[src/rtl/qsys_sysid_ext_if.sv]
// Bus bundle for the system-identification slave: word address, read/write
// strobes, byte-lane write data and the pipelined read-return pair.
interface qsys_sysid_ext_if;
   logic [2:0]  address;
   logic        read;
   logic        write;
   logic [31:0] writedata;
   logic [3:0]  byteenable;
   logic [31:0] readdata;
   logic        readdatavalid;

   modport slave (
      input  address,
      input  read,
      input  write,
      input  writedata,
      input  byteenable,
      output readdata,
      output readdatavalid
   );

   modport master (
      output address,
      output read,
      output write,
      output writedata,
      output byteenable,
      input  readdata,
      input  readdatavalid
   );
endinterface

[src/rtl/qsys_sysid_ext.sv]
// System-identification slave: ID/timestamp words, 64-bit uptime with coherent
// high-word snapshot, prescaled seconds counter, scratch and capability words.
module qsys_sysid_ext #(
   parameter logic [31:0] SYS_ID       = 32'h0000_0000,
   parameter logic [31:0] TIMESTAMP    = 32'h0000_0000,
   parameter logic [31:0] CLK_HZ       = 32'd50_000_000,
   parameter int          READ_LATENCY = 1,
   parameter logic [31:0] SCRATCH_INIT = 32'h0000_0000
) (
   input  logic             clock,
   input  logic             reset,
   qsys_sysid_ext_if.slave  bus
);

   localparam logic [1:0]  LAT_BITS  = 2'(READ_LATENCY);
   localparam logic [31:0] CAPS_WORD = {16'h0001, 6'b00_0000, LAT_BITS, 8'h00};

   localparam logic [2:0] A_ID      = 3'd0;
   localparam logic [2:0] A_TS      = 3'd1;
   localparam logic [2:0] A_UP_LO   = 3'd2;
   localparam logic [2:0] A_UP_HI   = 3'd3;
   localparam logic [2:0] A_SECONDS = 3'd4;
   localparam logic [2:0] A_SCRATCH = 3'd5;
   localparam logic [2:0] A_CAPS    = 3'd6;

   logic [63:0] r_uptime;
   logic [31:0] r_up_shadow;
   logic [31:0] r_prescale;
   logic [31:0] r_seconds;
   logic [31:0] r_scratch;

   logic [READ_LATENCY-1:0] r_pipe_vld;
   logic [31:0]             r_pipe_data [READ_LATENCY];

   logic        w_tc;
   logic        w_wr_seconds;
   logic        w_wr_scratch;
   logic        w_rd_up_lo;
   logic [31:0] w_rd_mux;
   logic [31:0] w_rd_data;

   function automatic logic [31:0] f_byte_merge(input logic [31:0] old_d,
                                                input logic [31:0] wdata,
                                                input logic [3:0]  be);
      logic [31:0] res;
      res = old_d;
      for (int b = 0; b < 4; b++) begin
         if (be[b]) begin
            res[8*b +: 8] = wdata[8*b +: 8];
         end else begin
            res[8*b +: 8] = old_d[8*b +: 8];
         end
      end
      return res;
   endfunction

   assign w_tc         = (r_prescale == (CLK_HZ - 32'd1));
   assign w_wr_seconds = bus.write && (bus.address == A_SECONDS);
   assign w_wr_scratch = bus.write && (bus.address == A_SCRATCH);
   assign w_rd_up_lo   = bus.read  && (bus.address == A_UP_LO);

   always_ff @(posedge clock) begin
      if (reset) begin
         r_uptime <= 64'd0;
      end else begin
         r_uptime <= r_uptime + 64'd1;
      end
   end

   // The high word is captured with the same pre-edge uptime the UP_LO read returns.
   always_ff @(posedge clock) begin
      if (reset) begin
         r_up_shadow <= 32'd0;
      end else if (w_rd_up_lo) begin
         r_up_shadow <= r_uptime[63:32];
      end else begin
         r_up_shadow <= r_up_shadow;
      end
   end

   // A software clear takes priority over a coincident terminal count.
   always_ff @(posedge clock) begin
      if (reset) begin
         r_prescale <= 32'd0;
         r_seconds  <= 32'd0;
      end else if (w_wr_seconds) begin
         r_prescale <= 32'd0;
         r_seconds  <= 32'd0;
      end else if (w_tc) begin
         r_prescale <= 32'd0;
         r_seconds  <= r_seconds + 32'd1;
      end else begin
         r_prescale <= r_prescale + 32'd1;
         r_seconds  <= r_seconds;
      end
   end

   always_ff @(posedge clock) begin
      if (reset) begin
         r_scratch <= SCRATCH_INIT;
      end else if (w_wr_scratch) begin
         r_scratch <= f_byte_merge(r_scratch, bus.writedata, bus.byteenable);
      end else begin
         r_scratch <= r_scratch;
      end
   end

   always_comb begin
      w_rd_mux = 32'd0;
      case (bus.address)
         A_ID:      w_rd_mux = SYS_ID;
         A_TS:      w_rd_mux = TIMESTAMP;
         A_UP_LO:   w_rd_mux = r_uptime[31:0];
         A_UP_HI:   w_rd_mux = r_up_shadow;
         A_SECONDS: w_rd_mux = r_seconds;
         A_SCRATCH: w_rd_mux = r_scratch;
         A_CAPS:    w_rd_mux = CAPS_WORD;
         default:   w_rd_mux = 32'd0;
      endcase
   end

   // Idle stages carry zero data so readdata is 0 whenever valid is low.
   always_comb begin
      w_rd_data = 32'd0;
      if (bus.read) begin
         w_rd_data = w_rd_mux;
      end else begin
         w_rd_data = 32'd0;
      end
   end

   always_ff @(posedge clock) begin
      if (reset) begin
         for (int i = 0; i < READ_LATENCY; i++) begin
            r_pipe_vld[i]  <= 1'b0;
            r_pipe_data[i] <= 32'd0;
         end
      end else begin
         r_pipe_vld[0]  <= bus.read;
         r_pipe_data[0] <= w_rd_data;
         for (int i = 1; i < READ_LATENCY; i++) begin
            r_pipe_vld[i]  <= r_pipe_vld[i-1];
            r_pipe_data[i] <= r_pipe_data[i-1];
         end
      end
   end

   assign bus.readdata      = r_pipe_data[READ_LATENCY-1];
   assign bus.readdatavalid = r_pipe_vld[READ_LATENCY-1];

endmodule

[src/flat_wrapper.sv]
// flat-port wrapper written by rule: the top's interface ports become plain ports
module qsys_sysid_ext_flat 
#(
   parameter logic [31:0] SYS_ID       = 32'h0000_0000,
   parameter logic [31:0] TIMESTAMP    = 32'h0000_0000,
   parameter logic [31:0] CLK_HZ       = 32'd50_000_000,
   parameter int          READ_LATENCY = 1,
   parameter logic [31:0] SCRATCH_INIT = 32'h0000_0000
)
  (clock, reset, bus_address, bus_read, bus_write, bus_writedata, bus_byteenable, bus_readdata, bus_readdatavalid);
  qsys_sysid_ext_if bus_i ();
  input  logic clock;
  input  logic reset;
  input wire logic [$bits(bus_i.address)-1:0] bus_address;
  input wire logic [$bits(bus_i.read)-1:0] bus_read;
  input wire logic [$bits(bus_i.write)-1:0] bus_write;
  input wire logic [$bits(bus_i.writedata)-1:0] bus_writedata;
  input wire logic [$bits(bus_i.byteenable)-1:0] bus_byteenable;
  output wire logic [$bits(bus_i.readdata)-1:0] bus_readdata;
  output wire logic [$bits(bus_i.readdatavalid)-1:0] bus_readdatavalid;
  assign bus_i.address = bus_address;
  assign bus_i.read = bus_read;
  assign bus_i.write = bus_write;
  assign bus_i.writedata = bus_writedata;
  assign bus_i.byteenable = bus_byteenable;
  assign bus_readdata = bus_i.readdata;
  assign bus_readdatavalid = bus_i.readdatavalid;
  qsys_sysid_ext #(.SYS_ID(SYS_ID), .TIMESTAMP(TIMESTAMP), .CLK_HZ(CLK_HZ), .READ_LATENCY(READ_LATENCY), .SCRATCH_INIT(SCRATCH_INIT)) u_core (.clock(clock), .reset(reset), .bus(bus_i));
endmodule
[config.mk]
export PLATFORM = sky130hd
export DESIGN_NAME = qsys_sysid_ext_flat
export DESIGN_NICKNAME = d
export VERILOG_FILES = /design/src/rtl/qsys_sysid_ext_if.sv /design/src/rtl/qsys_sysid_ext.sv /design/src/flat_wrapper.sv
export SDC_FILE = /design/constraint.sdc
export NUM_CORES = 1
export LEC_CHECK = 0
export CAP_MARGIN = 20
export CORE_ASPECT_RATIO = 1.75
export CORE_UTILIZATION = 30
export DETAILED_ROUTE_END_ITERATION = 10
export PLACE_DENSITY = 0.51
export SYNTH_ARGS = -nofsm -noshare
export SYNTH_HDL_FRONTEND = slang
export SYNTH_SLANG_ARGS = --single-unit
[constraint.sdc]
create_clock -name clock -period 2.41 [get_ports clock]
set_input_delay 0.482 -clock clock [delete_from_list [all_inputs] [get_ports clock]]
set_output_delay 0.482 -clock clock [all_outputs]
set_load 0.02 [all_outputs]
Word-level counts from Yosys, hierarchy flattened
Memory sizes are Yosys's and may differ from the RTL's.
Index checks and enable logic that the tools add are counted.
{"block": "word_totals", "reg_bits": 193, "mem_bits_rw": 32, "inputBits": 43, "wordCells": 36, "mem_count": 1}
{"memory": "u_core.r_pipe_data", "depth": 1, "width": 32, "rd": 1, "rd_clocked_by_memory_dff": 0, "wr": 1, "line_no": "qsys_sysid_ext.sv:33", "rtl": "logic [31:0] r_pipe_data [READ_LATENCY];"}
{"block": "op_classes", "add_sub_neg": 3, "n_eq_ne": 6, "mux": 7, "n_reduce_logical": 10}
{"op": "one-hot mux 32 bit (5 select lines)", "count": 1}
{"op": "adder 32 x 1 -> 32 bit (second input constant)", "count": 2}
{"op": "adder 64 x 1 -> 64 bit (second input constant)", "count": 1}
{"op": "2-to-1 mux 32 bit", "count": 2}
{"op": "equality test 32 x 26 -> 1 bit (second input constant)", "count": 1}
{"op": "OR reduction 32 bit", "count": 1}
{"op": "equality test 3 bit (second input constant)", "count": 3}
{"op": "AND reduction 2 bit", "count": 4}
{"op": "equality test 3 x 2 -> 1 bit (second input constant)", "count": 2}
{"op": "2-to-1 mux 1 bit", "count": 4}
{"op": "logical AND 1 bit", "count": 3}
{"op": "OR reduction 3 bit", "count": 1}
{"op": "OR reduction 2 bit", "count": 1}

Logic depth before layout (Yosys ltp)
{"block": "depth", "ltp_word": 4, "mapped_depth": 9, "depth_no_buf": 6}

Least setup slack after synthesis
No wires, ideal clock.
{"block": "synth_timing", "kind": "reg-to-reg", "from": "reg u_core.r_prescale[0]", "to": "reg u_core.r_seconds[29]", "arrival_ps": 2296, "path_slack_ps": 44, "path_stages_with_launch": 9, "period_less_slack_ps": 2366, "cell_sequence": "dfxtp_1 ha_1 and3_1 clkbuf_2 nand4b_1 or4_1 clkbuf_1 or4_1 a21oi_1"}
{"block": "synth_via", "elab_chain_cells": 1}
{"element": "start: declaration", "line_no": "qsys_sysid_ext.sv:28", "rtl": "logic [31:0] r_prescale;"}
{"element": "start signal: assignment", "line_no": "qsys_sysid_ext.sv:93", "rtl": "r_prescale <= r_prescale + 32'd1;"}
{"element": "equality test 32 x 26 -> 1 bit", "line_no": "qsys_sysid_ext.sv:57", "rtl": "assign w_tc = (r_prescale == (CLK_HZ - 32'd1));"}
{"element": "end signal: assignment", "line_no": "qsys_sysid_ext.sv:91", "rtl": "r_seconds <= r_seconds + 32'd1;"}
{"element": "end signal: assignment", "line_no": "qsys_sysid_ext.sv:94", "rtl": "r_seconds <= r_seconds;"}
{"element": "end: declaration", "line_no": "qsys_sysid_ext.sv:29", "rtl": "logic [31:0] r_seconds;"}
Every way passes these cells.
A chain may end at the register's enable or synchronous reset.

Worst setup path after layout
{"block": "layout_timing", "from": "reg u_core.r_prescale[1]", "to": "reg u_core.r_seconds[26]"}
The elaborated chain is that of the path after synthesis.

==> qor.yml <==
logic_synthesis:
  synth_cell_types: 51
  yosysSeqAreaShare_pct: 46.6
  synth.avg_cell_area_um2: 8.57
  yosys_warnings: 0
  synth-edff-count: 0
  synth_ff_type: "dfxtp_1"
  synth_cells: 1129
  synth_seq_cells: 225
  synth_nets: 1175
  ys_async_sr_fraction_pct: 0
  synth_area_um2: 9670
finish:
  fin_cells: 1679
  syn_to_final_growth_pct: 28.3
  drive_gt1_share_pct: 13.6
  final_area_um2: 12400
  num-nets-final: 1312
  diodes: 0
detailed_routing:
  vias_per_cell: 5.17
  routedWlPerCell_um: 17.3
  vias: 8686
  antenna_left: 0
  drt-total-wl_mm: 29.1
  drtIter0Drc: 447
  drc: 0
  firstDrtPassIters: 5
critical_path:
  path_class: "reg -> reg"
  critPathRequiredTime_ns: 2.87
  timing.rr.start: "u_core.r_prescale[1]$_SDFF_PP0_"
  r2r_slack_ns: 0.10
  cp_slowest_cell: "or4_4"
  crit_path_cell_trace: "ha_4, and3_4, nand4b_1, buf_6, or4_4, buf_6, or3_1, a21oi_1"
  crit_start: "u_core.r_prescale[1]$_SDFF_PP0_"
  cp_top_family: "simple AND/OR/NAND/NOR gates"
  cpMostUsedCell: "buf_6"
  reg2regPathDepth: 8
  r2r_end: "u_core.r_seconds[26]$_SDFFE_PP0N_"
  slowest_delay_ns: 0.59
  end_kind: "register"
  cp_max_fo: 5
  critPathArrivalTime_ns: 2.76
  crit_buf_inv: 2
  startpoint_type: "register"
timing:
  rsz0062_at_grt: "no"
  clock-skew-final_ns: 0.0150
  setup_violations: 0
  finalHoldViolCount: 0
  fin_crit_ns: 2.31
  slew_headroom_pct: 64.8
  min_period_over_period_pct: 95.7
  final_max_slew_viol_count: 0
  tightest_slew_ns: 0.528
  fmax_ghz: 0.434
power:
  powerDensity_nw_per_um2: 627
  p_leak_nw: 4.23
  vdd_drop_max_mv: 0.477
clock_network:
  clk_pin_slew_worst_paths_ns: 0.06
  h-tree-depth: 1
  clk_latency_ns: 0.53
  numCtsBuffers: 24
  cts_tree: "yes"
  cts.path.max_buffers: 3
  cts.sink_count: 225
  cts_root_buffer: "clkbuf_16"
floorplan:
  die_w_um: 138
  die_area_um2: 33000
  initial_core_util_pct: 30.6
  io_pins: 76
  fp.coreArea_um2: 31600
  die_h_um: 240
  rows: 86
grt:
  grt_pass1_vias: 8406
  grt_max_degree: 50
  grt_pass1_wl_mm: 45.4
  grt_usage_pct: 17.8
  antenna_found_initial: 0
  overflow: 0
job:
  max_cap_viol_count: 0
placement:
  port_buffers: 75
  placed_area_um2: 11500
  hpwlAfterDp_mm: 21.2
  place.gp.congestion: 0.792
  placed_cells: 1633
min_path:
  hold_path_class: "in -> reg"
  min-delay-start: "reset"
  worstHoldEndpoint: "u_core.r_uptime[28]$_SDFF_PP0_"
  min_delay_path_depth: 2
status:
  status: "complete, no violations"
## synthesized netlist by cell type, drive strengths merged (6+ instances only)
cell type    n  area (um2)
nand2      106         398
or3         41         262
clkbuf      57         215
nand4       42         278
or4         14         115
a22oi       60         450
a21oi      107         536
o31ai        7        52.6
and4         8        70.1
inv         13        48.8
nor3        20         100
nor4        22         153
xnor2       46         403
mux2i       33         330
dfxtp      225        4500
nor2       132         495
and3        14        87.6
and2         9        56.3
nand3       54         270
o21ai       37         185
nor4b        6        52.6
nor2b        9        56.3
buf         10        50.1
xor2        28         245
## metrics by stage
step / hold slack [ns] / worst slack, ns / total power [mW] / setup TNS (ns) / util (%)
after floorplan: 0.426 / 0.0439 / 3.96 / 0 / -
after global placement: 0.441 / -0.0150 / 4.12 / -0.0150 / 36.3
after detailed placement: 0.449 / -0.0287 / 4.12 / -0.102 / 36.3
after CTS: 0.325 / 0.00731 / 7.88 / 0 / 38.9
after global routing: 0.342 / 0.00362 / 8.05 / 0 / 39.2
final: 0.345 / 0.103 / 7.78 / 0 / 39.2
## flip-flops by register name, summed over array words and instances, names as in the netlist
register                  cells
u_core.r_pipe_data           32
u_core.r_prescale            32
u_core.r_seconds             32
u_core.bus.readdatavalid      1
u_core.r_up_shadow           32
u_core.r_scratch             32
u_core.r_uptime              64
## metal layers
metal / up-vias / GRT usage [%] / wire [um] / part of all wire [%]
li1: 4308 / - / - / -
met2: 158 / 32.9 / 15500 / 53
met5: - / 0 / 0 / 0
met1: 4157 / 20.5 / 11700 / 40
met4: 0 / 6.75 / 957 / 3.3
met3: 63 / 1.97 / 877 / 3.0
## report_power, final
part           internal (mW)  switching (mW)
registers               3.74          0.0154
clock network           2.22            1.53
logic                  0.126           0.160
## cells by family (layout without fill, tap and decap cells)
group | Yosys count | in the layout | synth area share, %
DFF | 225 | 225 | 46.6
xor gates and xnor gates | 74 | 74 | 6.70
AOI/OAI and AO/OA | 221 | 221 | 13.5
adders and majority gates | 3 | 3 | 0.388
buffers and inverters | 81 | 234 | 3.35
muxes | 36 | 36 | 3.76
and+or+nand+nor | 489 | 490 | 25.7
## worst max path at each step
stage | endpoint | depth (start not counted) | slack [ns]
after floorplan | u_core.r_seconds[29]$_SDFFE_PP0N_ | 8 | 0.04
after global placement | u_core.r_uptime[59]$_SDFF_PP0_ | 6 | -0.02
after detailed placement | u_core.r_uptime[63]$_SDFF_PP0_ | 5 | -0.03
after CTS | u_core.r_seconds[28]$_SDFFE_PP0N_ | 7 | 0.007
after global routing | u_core.r_uptime[63]$_SDFF_PP0_ | 5 | 0.004
final | u_core.r_seconds[26]$_SDFFE_PP0N_ | 8 | 0.10
## layout make-up
cell class | instances | area (um2)
clock buffer | 38 | 744
clock inverter | 5 | 52.6
multi-input combinational | 824 | 4940
inverter | 13 | 48.8
tap | 396 | 495
timing repair buffer | 178 | 1620
fill | 3281 | 19200
sequential | 225 | 4510
## placed cells by master (no fill, tap or decap), types with 9 or more instances in the layout
master / Yosys / final
dfxtp_1: 225 / 221
nor2_1: 132 / 132
nand2_1: 106 / 106
a21oi_1: 107 / 106
buf_4: 0 / 95
clkdlybuf4s50_1: 0 / 74
a22oi_1: 60 / 60
nand3_1: 54 / 54
xnor2_1: 46 / 46
nand4_1: 41 / 41
or3_1: 40 / 39
o21ai_0: 37 / 37
mux2i_1: 33 / 33
xor2_1: 28 / 28
clkbuf_16: 0 / 25
nor3_1: 20 / 20
nor4_1: 21 / 16
and3_1: 14 / 13
inv_1: 13 / 13
nor2b_1: 9 / 9
or4_1: 10 / 9
## what timing repair did
item	in CTS	in global routing
gates cloned	0	1
gates resized for setup	5	16
buffers inserted	1	2
hold buffers	0	0
pin swaps	2	8
endpoints found under the setup margin	8	11
## worst register-to-register path: stages, from the launching register on
cell and delay [ns]:
dfxtp_2 0.35, ha_4 0.13, and3_4 0.17, nand4b_1 0.17, buf_6 0.18, or4_4 0.59, buf_6 0.16, or3_1 0.33
a21oi_1 0.15
(Power assumes the default switching activity.)
